==> config.mk <==
export PLATFORM = sky130hd
export DESIGN_NAME = rtc_bus_scheduler
export DESIGN_NICKNAME = d
export VERILOG_FILES = /design/src/rtl/rtc_bus_scheduler.sv
export SDC_FILE = /design/constraint.sdc
export NUM_CORES = 1
export LEC_CHECK = 0
export BUFFER_PORTS_ARGS = -buffer_cell sky130_fd_sc_hd__buf_2
export CORE_UTILIZATION = 54
export DETAILED_ROUTE_END_ITERATION = 8
export PLACE_DENSITY = 0.82
export SYNTH_ARGS = -nofsm -noshare
export SYNTH_HDL_FRONTEND = slang
export SYNTH_SLANG_ARGS = --single-unit
==> constraint.sdc <==
create_clock -name clk -period 5.6 [get_ports clk]
set_input_delay 0.28 -clock clk [delete_from_list [all_inputs] [get_ports clk]]
set_output_delay 0.28 -clock clk [all_outputs]
set_load 0.05 [all_outputs]
==> src/rtl/rtc_bus_scheduler.sv <==
// RTC multiplexed bus scheduler: fixed-priority arbitration of three sequencers
// and timed address/gap/data/recovery cycles on the RTC parallel bus.
module rtc_bus_scheduler #(
  parameter int T_ADDR = 2,
  parameter int T_GAP  = 1,
  parameter int T_DATA = 3,
  parameter int T_REC  = 2,
  parameter int CNT_W  = 4
) (
  input  logic        clk,
  input  logic        reset,
  input  logic        inic_listo,
  input  logic [2:0]  req,
  input  logic [2:0]  rnw,
  input  logic [23:0] dir_in,
  input  logic [23:0] dato_in,
  output logic [2:0]  grant,
  output logic [2:0]  ack,
  output logic        busy,
  output logic [7:0]  rdata,
  input  logic [7:0]  bus_in,
  output logic [7:0]  bus_out,
  output logic        bus_oe,
  output logic        a_d,
  output logic        cs,
  output logic        rd,
  output logic        wr
);

  localparam logic [2:0] IDLE = 3'd0;
  localparam logic [2:0] ADDR = 3'd1;
  localparam logic [2:0] GAP  = 3'd2;
  localparam logic [2:0] DATA = 3'd3;
  localparam logic [2:0] REC  = 3'd4;
  localparam logic [2:0] DONE = 3'd5;

  localparam logic [CNT_W-1:0] ADDR_LAST = CNT_W'(T_ADDR - 1);
  localparam logic [CNT_W-1:0] GAP_LAST  = CNT_W'(T_GAP - 1);
  localparam logic [CNT_W-1:0] DATA_LAST = CNT_W'(T_DATA - 1);
  localparam logic [CNT_W-1:0] REC_LAST  = CNT_W'(T_REC - 1);

  logic [2:0]       state, state_nxt;
  logic [CNT_W-1:0] cnt, cnt_nxt;
  logic [1:0]       owner, owner_nxt;
  logic             own_rnw, rnw_nxt;
  logic [7:0]       addr_q, addr_nxt;
  logic [7:0]       wdata_q, wdata_nxt;

  logic [2:0] eff_req;
  logic [1:0] win_idx;
  logic       win_rnw;
  logic [7:0] win_addr;
  logic [7:0] win_data;
  logic [2:0] owner_oh;
  logic       drive_wdata;

  // Sequencers 1 and 2 stay masked until initialization reports done.
  assign eff_req = req & {inic_listo, inic_listo, 1'b1};

  always_comb begin
    win_idx  = 2'd2;
    win_rnw  = rnw[2];
    win_addr = dir_in[23:16];
    win_data = dato_in[23:16];
    if (eff_req[0]) begin
      win_idx  = 2'd0;
      win_rnw  = rnw[0];
      win_addr = dir_in[7:0];
      win_data = dato_in[7:0];
    end else if (eff_req[1]) begin
      win_idx  = 2'd1;
      win_rnw  = rnw[1];
      win_addr = dir_in[15:8];
      win_data = dato_in[15:8];
    end
  end

  always_comb begin
    state_nxt = state;
    cnt_nxt   = cnt + 1'b1;
    owner_nxt = owner;
    rnw_nxt   = own_rnw;
    addr_nxt  = addr_q;
    wdata_nxt = wdata_q;
    case (state)
      IDLE: begin
        cnt_nxt = '0;
        if (|eff_req) begin
          state_nxt = ADDR;
          owner_nxt = win_idx;
          rnw_nxt   = win_rnw;
          addr_nxt  = win_addr;
          wdata_nxt = win_data;
        end
      end
      ADDR: if (cnt == ADDR_LAST) begin state_nxt = GAP;  cnt_nxt = '0; end
      GAP:  if (cnt == GAP_LAST)  begin state_nxt = DATA; cnt_nxt = '0; end
      DATA: if (cnt == DATA_LAST) begin state_nxt = REC;  cnt_nxt = '0; end
      REC:  if (cnt == REC_LAST)  begin state_nxt = DONE; cnt_nxt = '0; end
      default: begin
        state_nxt = IDLE;
        cnt_nxt   = '0;
      end
    endcase
  end

  assign owner_oh    = 3'b001 << owner_nxt;
  assign drive_wdata = !rnw_nxt && (state_nxt == GAP || state_nxt == DATA);

  // Bus outputs are decoded from the next state so every pin is a flop output.
  always_ff @(posedge clk or negedge reset) begin
    if (!reset) begin
      state   <= IDLE;
      cnt     <= '0;
      owner   <= 2'd0;
      own_rnw <= 1'b0;
      addr_q  <= 8'h00;
      wdata_q <= 8'h00;
      grant   <= 3'b000;
      ack     <= 3'b000;
      busy    <= 1'b0;
      rdata   <= 8'h00;
      bus_out <= 8'h00;
      bus_oe  <= 1'b0;
      a_d     <= 1'b1;
      cs      <= 1'b1;
      rd      <= 1'b1;
      wr      <= 1'b1;
    end else begin
      state   <= state_nxt;
      cnt     <= cnt_nxt;
      owner   <= owner_nxt;
      own_rnw <= rnw_nxt;
      addr_q  <= addr_nxt;
      wdata_q <= wdata_nxt;
      grant   <= (state_nxt == IDLE) ? 3'b000 : owner_oh;
      ack     <= (state_nxt == DONE) ? owner_oh : 3'b000;
      busy    <= (state_nxt != IDLE);
      cs      <= !(state_nxt == ADDR || state_nxt == DATA);
      a_d     <= (state_nxt != ADDR);
      rd      <= !(state_nxt == DATA && rnw_nxt);
      wr      <= !(state_nxt == ADDR || (state_nxt == DATA && !rnw_nxt));
      bus_oe  <= (state_nxt == ADDR) || drive_wdata;
      bus_out <= (state_nxt == ADDR) ? addr_nxt : (drive_wdata ? wdata_nxt : 8'h00);
      if (state == DATA && state_nxt == REC && own_rnw)
        rdata <= bus_in;
    end
  end

endmodule

# Word level (Yosys, flattened, before mapping)
# Cells that the tools add are included.
dict set report classes {
  n_addsub 1
  eq_ne 12
  n_shift 1
  muxes 30
  bitwise 1
  n_reduce_logical 19
}
# operator count
set ops {}
lappend ops {{8-bit two-way mux} 10}
lappend ops {{3-bit two-way mux} 7}
lappend ops {{3-bit one-hot mux with 5 select lines} 1}
lappend ops {{3-bit by 2-bit equality test with 1-bit output, second input constant} 4}
lappend ops {{4-bit two-way mux} 3}
lappend ops {{4-bit one-hot mux with 3 select lines} 1}
lappend ops {{3-bit equality test, second input constant} 3}
lappend ops {{2-bit two-way mux} 4}
lappend ops {{3-bit by 1-bit equality test with 1-bit output, second input constant} 2}
lappend ops {{3-bit zero test} 2}
lappend ops {{1-bit logical AND} 5}
lappend ops {{4-bit by 1-bit adder with 4-bit output, second input constant} 1}
lappend ops {{4-bit by 1-bit equality test with 1-bit output, second input constant} 1}
lappend ops {{4-bit by 2-bit equality test with 1-bit output, second input constant} 1}
lappend ops {{1-bit zero test} 4}
lappend ops {{4-bit zero test} 1}
lappend ops {{1-bit logical OR} 4}
lappend ops {{1-bit two-way mux} 4}
lappend ops {{3-bit bitwise AND} 1}
lappend ops {{3-bit by 1-bit inequality test with 1-bit output, second input constant} 1}
lappend ops {{3-bit nonzero test} 1}
lappend ops {{3-bit OR reduction} 1}
lappend ops {{1-bit by 2-bit << shifter with 3-bit output, first input constant} 1}
lappend ops {{2-bit OR reduction} 1}
dict set report totals {
  ff_bits 54
  in_bits 65
  output_inout_bits 28
  elab_cells 80
}

# Depth between registers and ports, before layout
# Gate-level depths: netlist of run 1.
dict set report depth {
  word_depth 9
  depth_mapped 8
  depth_no_buf 7
}

# Worst setup path before layout of run 1
# OpenSTA, ideal clock, no wires.
dict set report synth_path {
  path_type {register to register}
  start {register cnt[0]}
  end {register grant[0]}
  setup_time_ns 0.124
  arrival_ns 1.826
  required_ns 5.476
  slack_ns 3.650
  stages_incl_launch_ff 8
  n_path_buf 0
  period_less_slack_ns 1.950
  path_cell_list {dfrtp_1 -> inv_1 -> ha_1 -> or3b_1 -> a32o_1 -> and4bb_4 -> o211a_4 -> nor3_2}
}
dict set report synth_between {
  elab_chain_cells 5
  word_cells_on_any_way 10
  cone_classes {eq/ne: 2; mux: 6; reduce/logical: 2}
}
# element line
set synth_lines {}
lappend synth_lines {{start, declared} 43} ;# logic [CNT_W-1:0] cnt, cnt_nxt;
lappend synth_lines {{start signal, assigned} 131} ;# cnt <= cnt_nxt;
lappend synth_lines {{4-bit by 1-bit equality test with 1-bit output (tied with other cells)} {96, 99}}
lappend synth_lines {{3-bit two-way mux (on tied branches)} -}
lappend synth_lines {{3-bit one-hot mux with 5 select lines (*)} 85} ;# case (state)
lappend synth_lines {{3-bit zero test (*)} 136} ;# grant <= (state_nxt == IDLE) ? 3'b000 : owner_oh;
lappend synth_lines {{3-bit two-way mux (*)} 136}
lappend synth_lines {{end signal, assigned} 136}
lappend synth_lines {{end, declared} 17} ;# output logic [2:0] grant,
# Mark *: on every way between the ends. The rest lies on a longest branch, timed or not.
# A chain may end at the register's enable or synchronous reset.

# Final worst setup path of run 1
dict set report layout_path {
  start {register cnt[1]}
  end {register grant[1]}
}
# The elaborated chain is that of the path after synthesis.

==> results of run 1 <==
cell type report:
class	count	area share
clock inverters	3	0.00656
inverters	7	0.00810
clock buffers	5	0.0212
multi-input cells	154	0.376
flip-flops and latches	54	0.418
well taps	67	0.0258
repair buffers	93	0.144
worst max-delay path by stage:
stage / from / endpoint / slack, ns
6_report: cnt[1] / grant[1] / 3.43
5_1_grt: cnt[1] / grant[1] / 3.28
4_1_cts: cnt[1] / grant[1] / 3.44
3_5_place_dp: cnt[1] / grant[1] / 3.45
3_3_place_gp: cnt[1] / grant[1] / 3.56
2_1_floorplan: cnt[0] / grant[0] / 3.65
per-stage QoR:
stage / instance area, sq um / total power, mW / utilization / std cells
global placement: 3150 / 1.62 / 0.663 / 375
global route: 3240 / 1.98 / 0.682 / 383
detailed placement: 3150 / 1.65 / 0.663 / 375
floorplan: 2670 / 1.46 / - / 225
finish: 3240 / 1.86 / 0.682 / 383
CTS: 3240 / 1.87 / 0.682 / 383
sequential cells by signal (all words and copies together) (netlist names):
register,count
busy,1
ack,3
owner,2
cs,1
rd,1
bus_out,8
wr,1
bus_oe,1
rdata,8
own_rnw,1
state,3
a_d,1
wdata_q,8
addr_q,8
cnt,4
grant,3
synthesized netlist by cell type (all sizes together):
master	count	area share
a32o	1	0.0037
nor3	6	0.015
nand3	5	0.0094
o21ai	14	0.036
nand2b	3	0.0070
nor4b	1	0.0033
or3b	1	0.0033
a22o	1	0.0033
dfrtp	50	0.47
a21oi	4	0.012
a21o	9	0.028
inv	7	0.0098
buf	8	0.024
nand4	1	0.0023
nor2b	2	0.0047
nor3b	2	0.0075
or3	1	0.0042
mux2i	18	0.067
xor2	1	0.0033
mux2	24	0.10
and4bb	1	0.0061
xnor2	1	0.0033
o211a	1	0.0066
and3b	1	0.0033
ha	4	0.019
dfstp	4	0.039
a32oi	1	0.0033
nand2	19	0.033
o221ai	2	0.0066
a221o	8	0.030
nor2	21	0.030
o22a	1	0.0033
clkbuf	2	0.0028
kinds of logic (layout without fill, tap and decap cells):
kind of cell	after synthesis	after routing	share of synthesized area
compound gates	42	42	0.132
xor+xnor	2	2	0.00656
fa+ha+maj	4	4	0.0187
buf+inv	17	108	0.0365
flops	54	54	0.507
mux	42	42	0.169
simple gates	64	64	0.130
where the power goes:
group / internal, mW / switching (mW) / leakage (nW) / total, mW
Combinational: 0.332 / 0.642 / 0.940 / 0.974
Clock: 0.0880 / 0.127 / 0.0441 / 0.216
Sequential: 0.569 / 0.0986 / 0.666 / 0.668
Total: 0.990 / 0.868 / 1.65 / 1.86
metal layers:
| metal | share of wire | routed length, um | vias up | global-route usage |
|---|---|---|---|---|
| met5 | 0 | 0 | - | 0 |
| met4 | 0.013 | 72 | 0 | 0.0806 |
| met3 | 0.062 | 335 | 8 | 0.0556 |
| met2 | 0.50 | 2710 | 81 | 0.375 |
| met1 | 0.42 | 2250 | 982 | 0.276 |
| li1 | - | - | 983 | - |
==> metrics.txt, run 1 <==
post-cts resize count=0; Yosys cell types=45; FF-to-FF Start=cnt[1]; Die H=around 72 um; via count=2054; CP top delay family=simple AND/OR/NAND/NOR gates; number of diodes=0; CP Cell Sequence=inv_1 > ha_1 > nor3b_2 > and3b_1 > and4bb_4 > o211a_4 > nor3_2; Hold WC Path Type=input port to async pin; CTS tree=built; fraction of layout cells with a size suffix above 1=0.478; Tmin final=2.17 ns; CTS Hold Bufs=0; final worst path period share=0.387; Worst-path clk slew=0.10 ns; Core Region=4750 sq um; Die W=72.4 um; fmax=0.461 GHz; most common cell after layout, fill and taps aside=buf_2; Antenna Nets Post-Route=0; FP Rows=25; register area share after synthesis=0.507; Final Max Slew Viols=0; Fin. Hold Viols=0; CP Launch Type=flop; total grt overflow=0; status=complete, no violations; RR Endpoint=grant[1]; Hold WS=between 0.07 and 0.08 ns; Clock Latency Late Sink=roughly 0.31 ns; first-pass GRT wire length=8930 um; final net count=between 300 and 400; Crit Path Max Fanout=10; cell leakage power=1.65 nW; Clock Path Buffers=2; initial DRC count=96; Area growth syn-to-layout=21.3%; htree depth=2; Slowest Stage Delay on Critical Path=0.42 ns; CP required=5.80 ns; post-synthesis register bit count=54; initial antenna violation count=0; vias in the first global route=1993; most frequent cells in the layout=buf_2 (92), dfrtp_1 (50), mux2_2 (22); worst-margin pin slew=approximately 0.66 ns; clk root buf=clkbuf_8; total wire length=about 5400 um; port buffer count=just over 90; Yosys warning total=0; Final Skew=0.00824 ns; post-DP HPWL=3970 um; area occupied by multi-input gates=between 1000 and 1500 sq um; worst setup slack after layout=3.43 ns; max cap viols=0; die area=roughly 5200 sq um; IO Pins=93; pre-CTS setup slack=3.45 ns; Pwr Density=roughly 570 nW/um^2; critical path class=flop to flop; FF/Latch Area=1360 sq um; R2R setup slack=3.43 ns; syn avg cell area=11.9 sq um; syn_nets=294; sum of negative setup slack=0 ns; Critical Path AT=2.37 ns; cts bufs inserted=5; CP Depth=7; gr usage total=0.222; Post-Syn Area=2670 sq um; clk sinks=54; Worst slew margin=0.560; maximum VDD drop=0.000245 V; Avg Vias per Cell=5.36; drt first pass iters=4; gpl congestion=0.822; CP Capture Type=flop; post-CTS setup buffers=0; Syn Inst Count=225; RSZ-0062 raised after global routing=no; critical path's slowest cell=dfrtp_1; average wire per standard cell=about 14 um; largest net degree at the start of global routing=55; Initial Util=0.562; r2r worst-path depth=7; Filler Cell Count=~400; CP Buf/Inv Count=1; # DRC=0; Final Setup Violations=0
Note: power is estimated with default switching activity, not from simulation.
==> run 2: changes to the inputs <==
--- a/config.mk
+++ b/config.mk
@@ -6,9 +6,9 @@
 export NUM_CORES = 1
 export LEC_CHECK = 0
 export BUFFER_PORTS_ARGS = -buffer_cell sky130_fd_sc_hd__buf_2
-export CORE_UTILIZATION = 54
+export CORE_UTILIZATION = 45
 export DETAILED_ROUTE_END_ITERATION = 8
-export PLACE_DENSITY = 0.82
+export PLACE_DENSITY = 0.73
 export SYNTH_ARGS = -nofsm -noshare
 export SYNTH_HDL_FRONTEND = slang
 export SYNTH_SLANG_ARGS = --single-unit
==> constraint.sdc (replaced) <==
create_clock -name clk -period 1.74 [get_ports clk]
set_input_delay 0.087 -clock clk [delete_from_list [all_inputs] [get_ports clk]]
set_output_delay 0.087 -clock clk [all_outputs]
set_load 0.05 [all_outputs]
==> metrics.txt, run 2 (synthesis results as in run 1) <==
worst setup slack after layout=-0.115 ns (was 3.43 ns); Antenna Nets Post-Route=0 (unchanged); clk sinks=54 (unchanged); IO Pins=93 (unchanged); sum of negative setup slack=-1.05 ns (was 0 ns); failing checks=setup timing; # DRC=0 (unchanged); most common cell after layout, fill and taps aside=buf_2 (unchanged); average wire per standard cell=13.2 um (was 14.0 um); Crit Path Max Fanout=4 (was 10); Worst path most repeated cell=buf_4; Hold WC Path Type=input port to flop (was input port to async pin); RSZ-0062 raised after global routing=yes (was no); placed cell count=402 (was 375); CP required=1.94 ns (was 5.80 ns); cts bufs inserted=5 (unchanged); cell leakage power=1.82 nW (was 1.65 nW); Worst-path clk slew=0.10 ns (about the same); largest net degree at the start of global routing=23 (was 55); Avg Vias per Cell=5.07 (was 5.36); Hold WS=0.0763 ns (was 0.0784 ns); Initial Util=0.477 (was 0.562); FF/Latch Area=1360 sq um (unchanged); total wire length=5590 um (was 5360 um); max cap viols=0 (unchanged); critical path's slowest cell=dfrtp_1 (unchanged); maximum VDD drop=0.00124 V (was 0.000245 V); post-DP HPWL=4080 um (was 3970 um); htree depth=2 (unchanged); gr usage total=0.194 (was 0.222); die area=6250 sq um (was 5230 sq um); drt first pass iters=4 (unchanged); Core Region=5610 sq um (was 4750 sq um); gpl congestion=0.832 (was 0.822); initial antenna violation count=0 (unchanged); most frequent cells in the layout=buf_2 (92), dfrtp_1 (50), buf_4 (25) (was buf_2 (92), dfrtp_1 (50), mux2_2 (22)); Worst slew margin=0.700 (was 0.560); Critical Path AT=2.05 ns (was 2.37 ns); fraction of layout cells with a size suffix above 1=0.531 (was 0.478); CP Launch Type=flop (unchanged); Clock Path Buffers=2 (unchanged); Area growth syn-to-layout=34.4% (was 21.3%); Pwr Density=1810 nW/um^2 (was 573 nW/um^2); first-pass GRT wire length=9270 um (was 8930 um); CP Buf/Inv Count=2 (was 1); critical path class=flop to flop (unchanged); worst-margin pin slew=0.451 ns (was 0.659 ns); Final Setup Violations=16 (was 0); CP top delay family=simple AND/OR/NAND/NOR gates (unchanged); Final Max Slew Viols=0 (unchanged); CTS tree=built (unchanged); Slowest Stage Delay on Critical Path=0.41 ns (was 0.42 ns); pre-CTS setup slack=-0.121 ns (was 3.45 ns); fin util=0.641 (was 0.682); CP Cell Sequence=buf_4 > ha_4 > nor3b_4 > buf_4 > a32o_2 > and4bb_4 > o211a_4 > nor3_2 (was inv_1 > ha_1 > nor3b_2 > and3b_1 > and4bb_4 > o211a_4 > nor3_2); Die W=79.1 um (was 72.4 um); Filler Cell Count=468 (was 397); Clock Latency Late Sink=0.31 ns (about the same); final worst path period share=1.07 (was 0.387); area occupied by multi-input gates=1270 sq um (was 1220 sq um); via count=2139 (was 2054); clk root buf=clkbuf_8 (unchanged); Die H=79.1 um (was 72.4 um); Final Skew=0.00814 ns (was 0.00824 ns); FP Rows=27 (was 25); port buffer count=92 (unchanged); Tmin final=1.85 ns (was 2.17 ns); CP Capture Type=flop (unchanged); number of diodes=0 (unchanged); final net count=418 (was 384); total grt overflow=0 (unchanged); vias in the first global route=2132 (was 1993); Fin. Hold Viols=0 (unchanged); status=complete, but fails checks (was complete, no violations); initial DRC count=120 (was 96); fmax=0.539 GHz (was 0.461 GHz); Post-Layout Cell Count=422 (was 383)
[run 2: cell types whose count changed in the layout (fill, tap and decap cells not counted), moves of 2 or more]
cell | previous run | this run
inv_1 | 6 | 4
dlygate4sd3_1 | 0 | 9
inv_2 | 1 | 3
ha_4 | 0 | 2
ha_1 | 4 | 2
buf_4 | 1 | 25
[run 2: final timing paths]
path | from | end | slack (ns) | cells after the start
min in group asynchronous | reset | addr_q[7] | 0.25 | 2
max in group asynchronous | reset | rd | 0.84 | 3
worst max-delay path | cnt[0] | grant[1] | -0.11 | 8
worst min-delay path | dato_in[4] | wdata_q[4] | 0.08 | 3
worst max register to register | cnt[0] | grant[1] | -0.11 | 8
worst min register to register | wdata_q[2] | wdata_q[2] | 0.48 | 2
[run 2: layer usage]
layer  part of all wire  vias up  track usage  wire length [um]
li1                   -     1049            -                 -
met1               0.42     1008        0.236              2370
met2               0.50       72        0.332              2770
met3              0.056       10       0.0471               314
met4              0.023        0       0.0727               127
met5                  0        -            0                 0
[run 2: repair_timing]
| action | 4_1_cts | 5_1_grt |
|---|---|---|
| hold endpoints to repair | 28 | 0 |
| gates resized for setup | 4 | 9 |
| hold buffers | 9 | 0 |
| setup endpoints to repair | 16 | 28 |
| setup buffers | 1 | 2 |
| pin swaps | 3 | 2 |
| cloned | 0 | 0 |
[run 2: cell type report]
class | count | area share
flip-flops and latches | 54 | 0.378
multi-input cells | 154 | 0.355
repair buffers | 127 | 0.209
well taps | 72 | 0.0251
clock buffers | 6 | 0.0230
inverters | 7 | 0.00731
clock inverters | 2 | 0.00348
[run 2: where the power goes]
group          total, mW  internal, mW  switching (mW)
clock network      0.717         0.320           0.397
registers           2.07          1.84           0.235
logic               3.70          1.43            2.27
[run 2: worst register-to-register path, cell delays in order (launching register included)]
cell and delay (ns):
dfrtp_1 0.41, buf_4 0.15, ha_4 0.16, nor3b_4 0.15, buf_4 0.14, a32o_2 0.21, and4bb_4 0.30, o211a_4 0.19
nor3_2 0.04
[run 2: stage by stage]
step                power, mW  cell area, sq um
finish                   6.49              3590
global route             6.92              3590
detailed placement       5.62              3330
floorplan                4.71              2680
global placement         5.55              3330
CTS                      6.43              3540
==> run 3: changes to the inputs <==
--- a/config.mk
+++ b/config.mk
@@ -8,6 +8,7 @@
 export BUFFER_PORTS_ARGS = -buffer_cell sky130_fd_sc_hd__buf_2
 export CORE_UTILIZATION = 45
 export DETAILED_ROUTE_END_ITERATION = 8
+export GPL_TIMING_DRIVEN = 0
 export PLACE_DENSITY = 0.73
 export SYNTH_ARGS = -nofsm -noshare
 export SYNTH_HDL_FRONTEND = slang
==> metrics.txt, run 3 (synthesis results as in run 1) <==
status=complete, but fails checks (unchanged); failing checks=hold timing, setup timing (was setup timing); r2r worst-path depth=8 (unchanged); CP Capture Type=flop (unchanged); gr usage total=0.210 (was 0.194); Hold WS=-0.00182 ns (was 0.0763 ns); maximum VDD drop=0.00110 V (was 0.00124 V); sum of negative setup slack=-1.59 ns (was -1.05 ns); vias in the first global route=2158 (was 2132); FF-to-FF Start=cnt[0] (unchanged); initial DRC count=91 (was 120); FP Rows=27 (unchanged); Worst path most repeated cell=buf_4 (unchanged); Area growth syn-to-layout=36.7% (was 34.4%); Worst-path clk slew=0.10 ns (about the same); Tmin final=1.88 ns (was 1.85 ns); R2R setup slack=-0.14 ns (was -0.11 ns); CP required=1.95 ns (was 1.94 ns); max cap viols=0 (unchanged); CP Buf/Inv Count=4 (was 2); fmax=0.532 GHz (was 0.539 GHz); number of diodes=0 (unchanged); Final Skew=0.00965 ns (was 0.00814 ns); total grt overflow=0 (unchanged); CTS tree=built (unchanged); Antenna Nets Post-Route=0 (unchanged); cts bufs inserted=5 (unchanged); Die H=79.1 um (unchanged); drt first pass iters=4 (unchanged); fraction of layout cells with a size suffix above 1=0.544 (was 0.531); most common cell after layout, fill and taps aside=buf_2 (unchanged); Initial Util=0.477 (unchanged); post-DP HPWL=4150 um (was 4080 um); clk root buf=clkbuf_8 (unchanged); Crit Path Max Fanout=3 (was 4); CP Cell Sequence=inv_2 > ha_4 > or3b_1 > a32o_1 > and4bb_4 > buf_4 > buf_4 > inv_1 (was buf_4 > ha_4 > nor3b_4 > buf_4 > a32o_2 > and4bb_4 > o211a_4 > nor3_2); first-pass GRT wire length=10100 um (was 9270 um); gpl congestion=0.850 (was 0.832); Clock Path Buffers=2 (unchanged); port buffer count=92 (unchanged); Worst slew margin=0.219 (was 0.700); die area=6250 sq um (unchanged); Pwr Density=1930 nW/um^2 (was 1810 nW/um^2); Final Max Slew Viols=0 (unchanged); Critical Path AT=2.09 ns (was 2.05 ns); cell leakage power=1.83 nW (was 1.82 nW); most frequent cells in the layout=buf_2 (94), dfrtp_1 (50), mux2_2 (22) (was buf_2 (92), dfrtp_1 (50), buf_4 (25)); worst setup slack after layout=-0.141 ns (was -0.115 ns); Avg Vias per Cell=5.25 (was 5.07); RSZ-0062 raised after global routing=yes (unchanged); critical path's slowest cell=dfrtp_1 (unchanged); Final Setup Violations=17 (was 16); largest net degree at the start of global routing=55 (was 23); Slowest Stage Delay on Critical Path=0.43 ns (was 0.41 ns); Fin. Hold Viols=5 (was 0); Die W=79.1 um (unchanged); initial antenna violation count=0 (unchanged); worst-margin pin slew=1.17 ns (was 0.451 ns); final net count=417 (was 418); Clock Latency Late Sink=0.31 ns (about the same); final worst path period share=1.08 (was 1.07); average wire per standard cell=14.6 um (was 13.2 um); Hold WC Path Type=input port to async pin (was input port to flop); # DRC=0 (unchanged); RR Endpoint=state[0] (was grant[1]); CP top delay family=simple AND/OR/NAND/NOR gates (unchanged); total wire length=6150 um (was 5590 um); Core Region=5610 sq um (unchanged); clk sinks=54 (unchanged); htree depth=2 (unchanged); IO Pins=93 (unchanged); critical path class=flop to flop (unchanged); via count=2209 (was 2139); CP Launch Type=flop (unchanged)
run 3: cell types whose count changed in the layout (fill, tap and decap cells not counted), sizes merged:
cell	before	now
dlygate4sd3	9	4
buf	118	119
a21oi	4	5
clkbuf	6	8
clkinv	1	0
bufinv	0	1
run 3: layout make-up:
| class | count | area (sq um) |
|---|---|---|
| Sequential cell | 54 | 1360 |
| Tap cell | 72 | 90.1 |
| Timing Repair Buffer | 116 | 686 |
| Clock inverter | 2 | 37.5 |
| Buffer | 9 | 66.3 |
| Multi-Input combinational cell | 155 | 1320 |
| Inverter | 7 | 26.3 |
| Clock buffer | 6 | 72.6 |
| Fill cell | 453 | 1950 |
run 3: per-layer routing:
layer,wire length [um],GRT usage
met1,2650,0.264
met2,3100,0.365
met3,282,0.0368
met4,122,0.0709
met5,0,0
run 3: through the flow:
stage / setup WS (ns) / instance area, sq um / total power [mW] / instances / util
floorplan: -0.147 / 2680 / 4.71 / 225 / -
global placement: -0.309 / 3230 / 5.39 / 389 / 0.576
detailed placement: -0.367 / 3230 / 5.47 / 389 / 0.576
CTS: -0.147 / 3580 / 6.87 / 415 / 0.639
global route: -0.217 / 3650 / 7.47 / 421 / 0.651
finish: -0.141 / 3650 / 7.04 / 421 / 0.651
run 3: report_power, final:
part / internal [mW] / total, mW / switching (mW)
sequential: 1.84 / 2.09 / 0.255
clock: 0.430 / 0.827 / 0.398
combinational: 1.66 / 4.12 / 2.46
run 3: worst max-delay path by stage:
stage,start,endpoint,slack (ns),cells after the start
after floorplan,cnt[1],grant[0],-0.15,8
after global placement,cnt[1],grant[1],-0.31,8
after detailed placement,cnt[1],grant[0],-0.37,8
after CTS,cnt[1],grant[1],-0.15,7
after global routing,cnt[0],grant[1],-0.22,7
final,cnt[0],state[0],-0.14,8
run 3: repair_timing:
| action | CTS | global route |
|---|---|---|
| hold endpoints to repair | 3 | 1 |
| gates cloned | 1 | 1 |
| pin swaps | 12 | 7 |
| resized for setup | 19 | 10 |
| endpoints found under the setup margin | 25 | 32 |
| hold buffers | 3 | 1 |
| setup buffers | 14 | 6 |
